<file path="config.mk">
export PLATFORM = sky130hd
export DESIGN_NAME = decode_stage
export DESIGN_NICKNAME = d
export VERILOG_FILES = /design/src/rtl/decode_stage.sv
export SDC_FILE = /design/constraint.sdc
export NUM_CORES = 1
export LEC_CHECK = 0
export CAP_MARGIN = 20
export CORE_UTILIZATION = 24
export DETAILED_ROUTE_END_ITERATION = 10
export SYNTH_ARGS = -nofsm -noshare
export SYNTH_HDL_FRONTEND = slang
export SYNTH_SLANG_ARGS = --single-unit
</file>
<file path="constraint.sdc">
create_clock -name clock -period 3.9 [get_ports clock]
set_input_delay 0.39 -clock clock [delete_from_list [all_inputs] [get_ports clock]]
set_output_delay 0.39 -clock clock [all_outputs]
set_load 0.01 [all_outputs]
</file>
<file path="src/rtl/decode_stage.sv">
// RV32E instruction decode stage: one-entry skid buffer in front of a registered decoded bundle.
// Throughput is one instruction per cycle, and in_ready comes straight from a register.
module decode_stage #(
  parameter int unsigned NUM_REGS = 16,
  parameter int unsigned IDX_BITS = 4
) (
  input  logic                clock,
  input  logic                reset,
  input  logic                flush,
  input  logic                in_valid,
  output logic                in_ready,
  input  logic [31:0]         in_data,
  output logic                out_valid,
  input  logic                out_ready,
  output logic [31:0]         out_instr,
  output logic [3:0]          out_class,
  output logic [IDX_BITS-1:0] out_rd,
  output logic [IDX_BITS-1:0] out_rs1,
  output logic [IDX_BITS-1:0] out_rs2,
  output logic [2:0]          out_funct3,
  output logic                out_alt,
  output logic [31:0]         out_imm,
  output logic                out_illegal
);

  localparam logic [3:0] ClsLui     = 4'd0;
  localparam logic [3:0] ClsAuipc   = 4'd1;
  localparam logic [3:0] ClsJal     = 4'd2;
  localparam logic [3:0] ClsJalr    = 4'd3;
  localparam logic [3:0] ClsBranch  = 4'd4;
  localparam logic [3:0] ClsLoad    = 4'd5;
  localparam logic [3:0] ClsStore   = 4'd6;
  localparam logic [3:0] ClsOpImm   = 4'd7;
  localparam logic [3:0] ClsOp      = 4'd8;
  localparam logic [3:0] ClsMiscMem = 4'd9;
  localparam logic [3:0] ClsSystem  = 4'd10;
  localparam logic [3:0] ClsIllegal = 4'd15;

  logic        r_skid_valid;
  logic [31:0] r_skid_data;
  logic        r_in_ready;
  logic        r_out_valid;
  logic [31:0] r_out_instr;
  logic [3:0]  r_out_class;
  logic [IDX_BITS-1:0] r_out_rd, r_out_rs1, r_out_rs2;
  logic [2:0]  r_out_funct3;
  logic        r_out_alt;
  logic [31:0] r_out_imm;
  logic        r_out_illegal;

  logic        w_in_fire, w_out_free, w_load, w_skid_cap;
  logic        w_out_valid_nxt, w_skid_valid_nxt;
  logic [31:0] w_word;
  logic [4:0]  w_rd_f, w_rs1_f, w_rs2_f;
  logic [2:0]  w_f3;
  logic [6:0]  w_f7;
  logic [31:0] w_imm_i, w_imm_s, w_imm_b, w_imm_u, w_imm_j;
  logic        w_use_rd, w_use_rs1, w_use_rs2, w_use_f3, w_bad, w_bad_reg, w_illegal;
  logic [3:0]  w_cls;
  logic        w_alt;
  logic [31:0] w_imm;
  logic [3:0]  w_dec_class;
  logic [IDX_BITS-1:0] w_dec_rd, w_dec_rs1, w_dec_rs2;
  logic [2:0]  w_dec_funct3;
  logic        w_dec_alt;
  logic [31:0] w_dec_imm;

  assign w_in_fire  = in_valid && r_in_ready;
  assign w_out_free = !r_out_valid || out_ready;
  // Skid contents always take precedence so ordering stays FIFO.
  assign w_word     = r_skid_valid ? r_skid_data : in_data;
  assign w_load     = w_out_free && (r_skid_valid || w_in_fire);
  assign w_skid_cap = !w_out_free && w_in_fire;

  assign w_rd_f  = w_word[11:7];
  assign w_rs1_f = w_word[19:15];
  assign w_rs2_f = w_word[24:20];
  assign w_f3    = w_word[14:12];
  assign w_f7    = w_word[31:25];

  assign w_imm_i = {{20{w_word[31]}}, w_word[31:20]};
  assign w_imm_s = {{20{w_word[31]}}, w_word[31:25], w_word[11:7]};
  assign w_imm_b = {{19{w_word[31]}}, w_word[31], w_word[7], w_word[30:25], w_word[11:8], 1'b0};
  assign w_imm_u = {w_word[31:12], 12'b0};
  assign w_imm_j = {{11{w_word[31]}}, w_word[31], w_word[19:12], w_word[20], w_word[30:21], 1'b0};

  always_comb begin
    w_cls     = ClsIllegal;
    w_bad     = 1'b0;
    w_use_rd  = 1'b0;
    w_use_rs1 = 1'b0;
    w_use_rs2 = 1'b0;
    w_use_f3  = 1'b0;
    w_alt     = 1'b0;
    w_imm     = 32'd0;
    unique case (w_word[6:0])
      7'b0110111: begin w_cls = ClsLui;   w_use_rd = 1'b1; w_imm = w_imm_u; end
      7'b0010111: begin w_cls = ClsAuipc; w_use_rd = 1'b1; w_imm = w_imm_u; end
      7'b1101111: begin w_cls = ClsJal;   w_use_rd = 1'b1; w_imm = w_imm_j; end
      7'b1100111: begin
        w_cls = ClsJalr; w_use_rd = 1'b1; w_use_rs1 = 1'b1; w_use_f3 = 1'b1; w_imm = w_imm_i;
        w_bad = (w_f3 != 3'd0);
      end
      7'b1100011: begin
        w_cls = ClsBranch; w_use_rs1 = 1'b1; w_use_rs2 = 1'b1; w_use_f3 = 1'b1; w_imm = w_imm_b;
        w_bad = (w_f3 == 3'd2) || (w_f3 == 3'd3);
      end
      7'b0000011: begin
        w_cls = ClsLoad; w_use_rd = 1'b1; w_use_rs1 = 1'b1; w_use_f3 = 1'b1; w_imm = w_imm_i;
        w_bad = (w_f3 == 3'd3) || (w_f3 == 3'd6) || (w_f3 == 3'd7);
      end
      7'b0100011: begin
        w_cls = ClsStore; w_use_rs1 = 1'b1; w_use_rs2 = 1'b1; w_use_f3 = 1'b1; w_imm = w_imm_s;
        w_bad = (w_f3 >= 3'd3);
      end
      7'b0010011: begin
        w_cls = ClsOpImm; w_use_rd = 1'b1; w_use_rs1 = 1'b1; w_use_f3 = 1'b1; w_imm = w_imm_i;
        if (w_f3 == 3'd1) begin
          w_bad = (w_f7 != 7'h00);
        end else if (w_f3 == 3'd5) begin
          w_bad = (w_f7 != 7'h00) && (w_f7 != 7'h20);
          w_alt = w_word[30];
        end
      end
      7'b0110011: begin
        w_cls = ClsOp; w_use_rd = 1'b1; w_use_rs1 = 1'b1; w_use_rs2 = 1'b1; w_use_f3 = 1'b1;
        w_alt = w_word[30];
        w_bad = !((w_f7 == 7'h00) || ((w_f7 == 7'h20) && ((w_f3 == 3'd0) || (w_f3 == 3'd5))));
      end
      7'b0001111: begin
        w_cls = ClsMiscMem; w_use_rd = 1'b1; w_use_rs1 = 1'b1; w_use_f3 = 1'b1; w_imm = w_imm_i;
      end
      7'b1110011: begin
        w_cls = ClsSystem; w_use_rd = 1'b1; w_use_rs1 = 1'b1; w_use_f3 = 1'b1; w_imm = w_imm_i;
      end
      default: w_bad = 1'b1;
    endcase
  end

  assign w_bad_reg = (w_use_rd  && (32'(w_rd_f)  >= NUM_REGS)) ||
                     (w_use_rs1 && (32'(w_rs1_f) >= NUM_REGS)) ||
                     (w_use_rs2 && (32'(w_rs2_f) >= NUM_REGS));
  assign w_illegal = w_bad || w_bad_reg;

  always_comb begin
    w_dec_class  = ClsIllegal;
    w_dec_rd     = '0;
    w_dec_rs1    = '0;
    w_dec_rs2    = '0;
    w_dec_funct3 = 3'd0;
    w_dec_alt    = 1'b0;
    w_dec_imm    = 32'd0;
    if (!w_illegal) begin
      w_dec_class  = w_cls;
      w_dec_rd     = w_use_rd  ? w_rd_f[IDX_BITS-1:0]  : '0;
      w_dec_rs1    = w_use_rs1 ? w_rs1_f[IDX_BITS-1:0] : '0;
      w_dec_rs2    = w_use_rs2 ? w_rs2_f[IDX_BITS-1:0] : '0;
      w_dec_funct3 = w_use_f3  ? w_f3 : 3'd0;
      w_dec_alt    = w_alt;
      w_dec_imm    = w_imm;
    end
  end

  always_comb begin
    w_out_valid_nxt  = r_out_valid;
    w_skid_valid_nxt = r_skid_valid;
    if (flush) begin
      w_out_valid_nxt  = 1'b0;
      w_skid_valid_nxt = 1'b0;
    end else begin
      w_out_valid_nxt  = w_out_free ? (r_skid_valid || w_in_fire) : 1'b1;
      w_skid_valid_nxt = r_skid_valid ? !w_out_free : w_skid_cap;
    end
  end

  always_ff @(posedge clock or posedge reset) begin
    if (reset) begin
      r_skid_valid  <= 1'b0;
      r_skid_data   <= 32'd0;
      r_in_ready    <= 1'b1;
      r_out_valid   <= 1'b0;
      r_out_instr   <= 32'd0;
      r_out_class   <= 4'd0;
      r_out_rd      <= '0;
      r_out_rs1     <= '0;
      r_out_rs2     <= '0;
      r_out_funct3  <= 3'd0;
      r_out_alt     <= 1'b0;
      r_out_imm     <= 32'd0;
      r_out_illegal <= 1'b0;
    end else begin
      r_skid_valid <= w_skid_valid_nxt;
      r_out_valid  <= w_out_valid_nxt;
      r_in_ready   <= !w_skid_valid_nxt;
      if (!flush && w_skid_cap) begin
        r_skid_data <= in_data;
      end
      if (!flush && w_load) begin
        r_out_instr   <= w_word;
        r_out_class   <= w_dec_class;
        r_out_rd      <= w_dec_rd;
        r_out_rs1     <= w_dec_rs1;
        r_out_rs2     <= w_dec_rs2;
        r_out_funct3  <= w_dec_funct3;
        r_out_alt     <= w_dec_alt;
        r_out_imm     <= w_dec_imm;
        r_out_illegal <= w_illegal;
      end
    end
  end

  assign in_ready    = r_in_ready;
  assign out_valid   = r_out_valid;
  assign out_instr   = r_out_instr;
  assign out_class   = r_out_class;
  assign out_rd      = r_out_rd;
  assign out_rs1     = r_out_rs1;
  assign out_rs2     = r_out_rs2;
  assign out_funct3  = r_out_funct3;
  assign out_alt     = r_out_alt;
  assign out_imm     = r_out_imm;
  assign out_illegal = r_out_illegal;

endmodule
</file>
==> results_dict.tcl <==
set metrics [dict create \
    top_usage_layer "met2" \
    ys.flop_type "dfrtp_1" \
    cts_tree "yes" \
    grt_overflow 0 \
    clockRootBuffer "clkbuf_16" \
    wire_per_inst_um 18.67 \
    vias 5200 \
    fin_tns_setup_ns 0 \
    synth_top_area_frac 0.4982 \
    io_pins 124 \
    hold_viol 0 \
    synthTopCellsByCount "dfrtp_1, nand2_1, a21oi_1, nor2_1, mux2_2" \
    cts_hold_buffers 0 \
    synth_area_leaders "dfrtp_1, mux2_2, nand2_1" \
    async_flop_share 1.000 \
    crit_arrival_ns 3.51 \
    critPathCaptureType "flop" \
    r2r_slack_ns 0.68 \
    ys_seq_elements 120 \
    slew_headroom 0.4486 \
    post_cts_buffers 0 \
    use_met1 0.2155 \
    nNetsFinal 763 \
    drtIter0Drc 445 \
    finalPower_mw 3.798 \
    grt_pass1_vias 5123 \
    met3_usage 0.04883 \
    die_w_um 159.8 \
    dieArea_mm2 0.02554 \
    cp_max_fo 49 \
    setup_viol 0 \
    die_y_um 159.8 \
    required_ns 4.19 \
    synth_area_mm2 0.005977 \
    area_delta_synth_final_pct 38.12 \
    hp-class "in2async" \
    track_usage 0.1588 \
    synth_cells 598 \
    yosysTopAreaCell "dfrtp_1" \
    numCtsBuffers 17 \
    synth_edf_count 0 \
    htree_levels 4 \
    ant_nets 0 \
    hpwl_um 14110 \
    cp-start-kind "flop" \
    power.leakage_nw 3.271 \
    post-route-min-period_ns 3.225 \
    clockBufferDepth 2 \
    ys_seq_area_frac 0.5026 \
    start_util 0.2450 \
    slew_violations 0 \
    syn_nets 635 \
    min_period_over_period 0.8268 \
    status "finished, final reports clean" \
    rsz0062_at_grt "no" \
    place_congestion 0.9069 \
    peakVddDrop_mv 0.2451 \
    fin_skew_ns 0.009456 \
    grt_util_met2 0.2408 \
    grt_pass1_wl_um 30970 \
    antenna_found_initial 0 \
    antennaDiodeCount 0 \
    wl_um 19840 \
    power.density_mw_per_mm2 460.0 \
    critical_path_class "reg2reg" \
    drive_gt1_frac 0.1502 \
    ys_types 61 \
    portBuffers 123 \
    grt_max_degree 64 \
    dr.pass1.iters 5 \
    rows 57 \
    clk_latency_ns 0.42 \
    cap_violations 0 \
    clock.fmax_ghz 0.3101 \
    yosys_warnings 0 \
    synth.most_common_cell "dfrtp_1" \
    avgSynthCellArea_um2 9.995 \
    core_area_mm2 0.02439 \
    post_cts_resized 0 \
    clkSinkCount 120 \
    worst_pin_slew_ns 0.8041 \
    drc_errors 0 \
    viasPerCell 4.892 \
    clkSlewWorstSetupHoldPaths_ns 0.06 \
]
==> per-layer routing <==
metal	routed length, um	part of all wire
met2	8925	0.45
met4	320	0.016
met1	9309	0.47
met3	1287	0.065
met5	0	0
==> kinds of logic after synthesis <==
logic type | after synthesis | synth area share
and+or+nand+nor | 194 | 0.1459
buffers and inverters | 55 | 0.04396
DFF | 120 | 0.5026
AOI/OAI and AO/OA | 161 | 0.1834
xor gates and xnor gates | 1 | 0.001466
muxes | 67 | 0.1227
==> worst max-delay path, stage by stage, from the launching register on <==
cell and delay, ns:
dfrtp_2 0.71, buf_4 0.43, mux2i_1 0.73, a22oi_1 0.23
o41ai_1 0.39, a2111o_1 0.19, buf_12 0.24, o41ai_1 0.13
==> sequential cells by signal, summed over array words and instances (netlist names), 3 cells and up <==
name / cells
out_imm: 32
out_instr: 32
r_skid_data: 32
out_class: 4
out_rd: 4
out_rs1: 4
out_rs2: 4
out_funct3: 3
==> stage by stage <==
| step | setup slack [ns] | std cells | utilization | hold slack (ns) | area [um^2] |
|---|---|---|---|---|---|
| after CTS | 0.6799 | 1062 | 0.3376 | 0.4776 | 8235 |
| after detailed placement | 0.7336 | 1030 | 0.3126 | 0.4627 | 7624 |
| after global placement | 0.6973 | 1030 | 0.3126 | 0.4576 | 7624 |
| final | 0.6754 | 1063 | 0.3385 | 0.4678 | 8255 |
| after floorplan | 0.3258 | 598 | - | 0.4531 | 5977 |
| after global routing | 0.4879 | 1063 | 0.3385 | 0.4982 | 8255 |
==> cell type report <==
class | count | area, um^2
tap | 324 | 405.4
clock inverter | 13 | 168.9
multi-input combinational | 423 | 2718
inverter | 17 | 66.31
fill | 2518 | 16140
timing repair buffer | 147 | 1449
clock buffer | 19 | 442.9
sequential | 120 | 3005
==> power by group <==
group / switching (mW) / leakage (nW) / internal [mW] / total (mW)
sequential: 0.128 / 1.50 / 1.40 / 1.53
combinational: 0.318 / 1.47 / 0.317 / 0.635
clock: 0.603 / 0.298 / 1.03 / 1.63
total: 1.05 / 3.27 / 2.75 / 3.80
==> layout by cell type (no fill, tap or decap), types with 4 or more instances in the layout <==
cell type / netlist / final
nand2_1: 86 / 85
a21oi_1: 58 / 58
buf_4: 3 / 21
nor3_1: 8 / 7
o41ai_1: 11 / 11
nor4_1: 6 / 6
nand2b_1: 4 / 4
nor2b_1: 5 / 5
nor2_1: 53 / 53
nand4_1: 5 / 5
inv_1: 17 / 16
clkinv_4: 0 / 5
o31ai_1: 38 / 38
clkdlybuf4s50_1: 0 / 123
dfrtp_1: 119 / 118
mux2i_1: 23 / 23
o211ai_1: 5 / 5
o21ai_0: 7 / 7
a22oi_1: 4 / 4
nand3_1: 12 / 12
clkbuf_16: 0 / 17
a31oi_1: 8 / 8
mux2_2: 41 / 41
==> worst paths after layout <==
| kind | endpoint | cells past startpoint | start |
|---|---|---|---|
| max | out_rd[2] | 7 | r_skid_valid |
| min | out_instr[20] | 2 | reset |
| max reg2reg | out_rd[2] | 7 | r_skid_valid |
| min reg2reg | out_rs1[3] | 2 | out_rs1[3] |
| max in group asynchronous | out_class[3] | 3 | reset |
| min in group clock | out_rs1[3] | 2 | out_rs1[3] |
No activity file was read; power rests on OpenSTA's default activity.
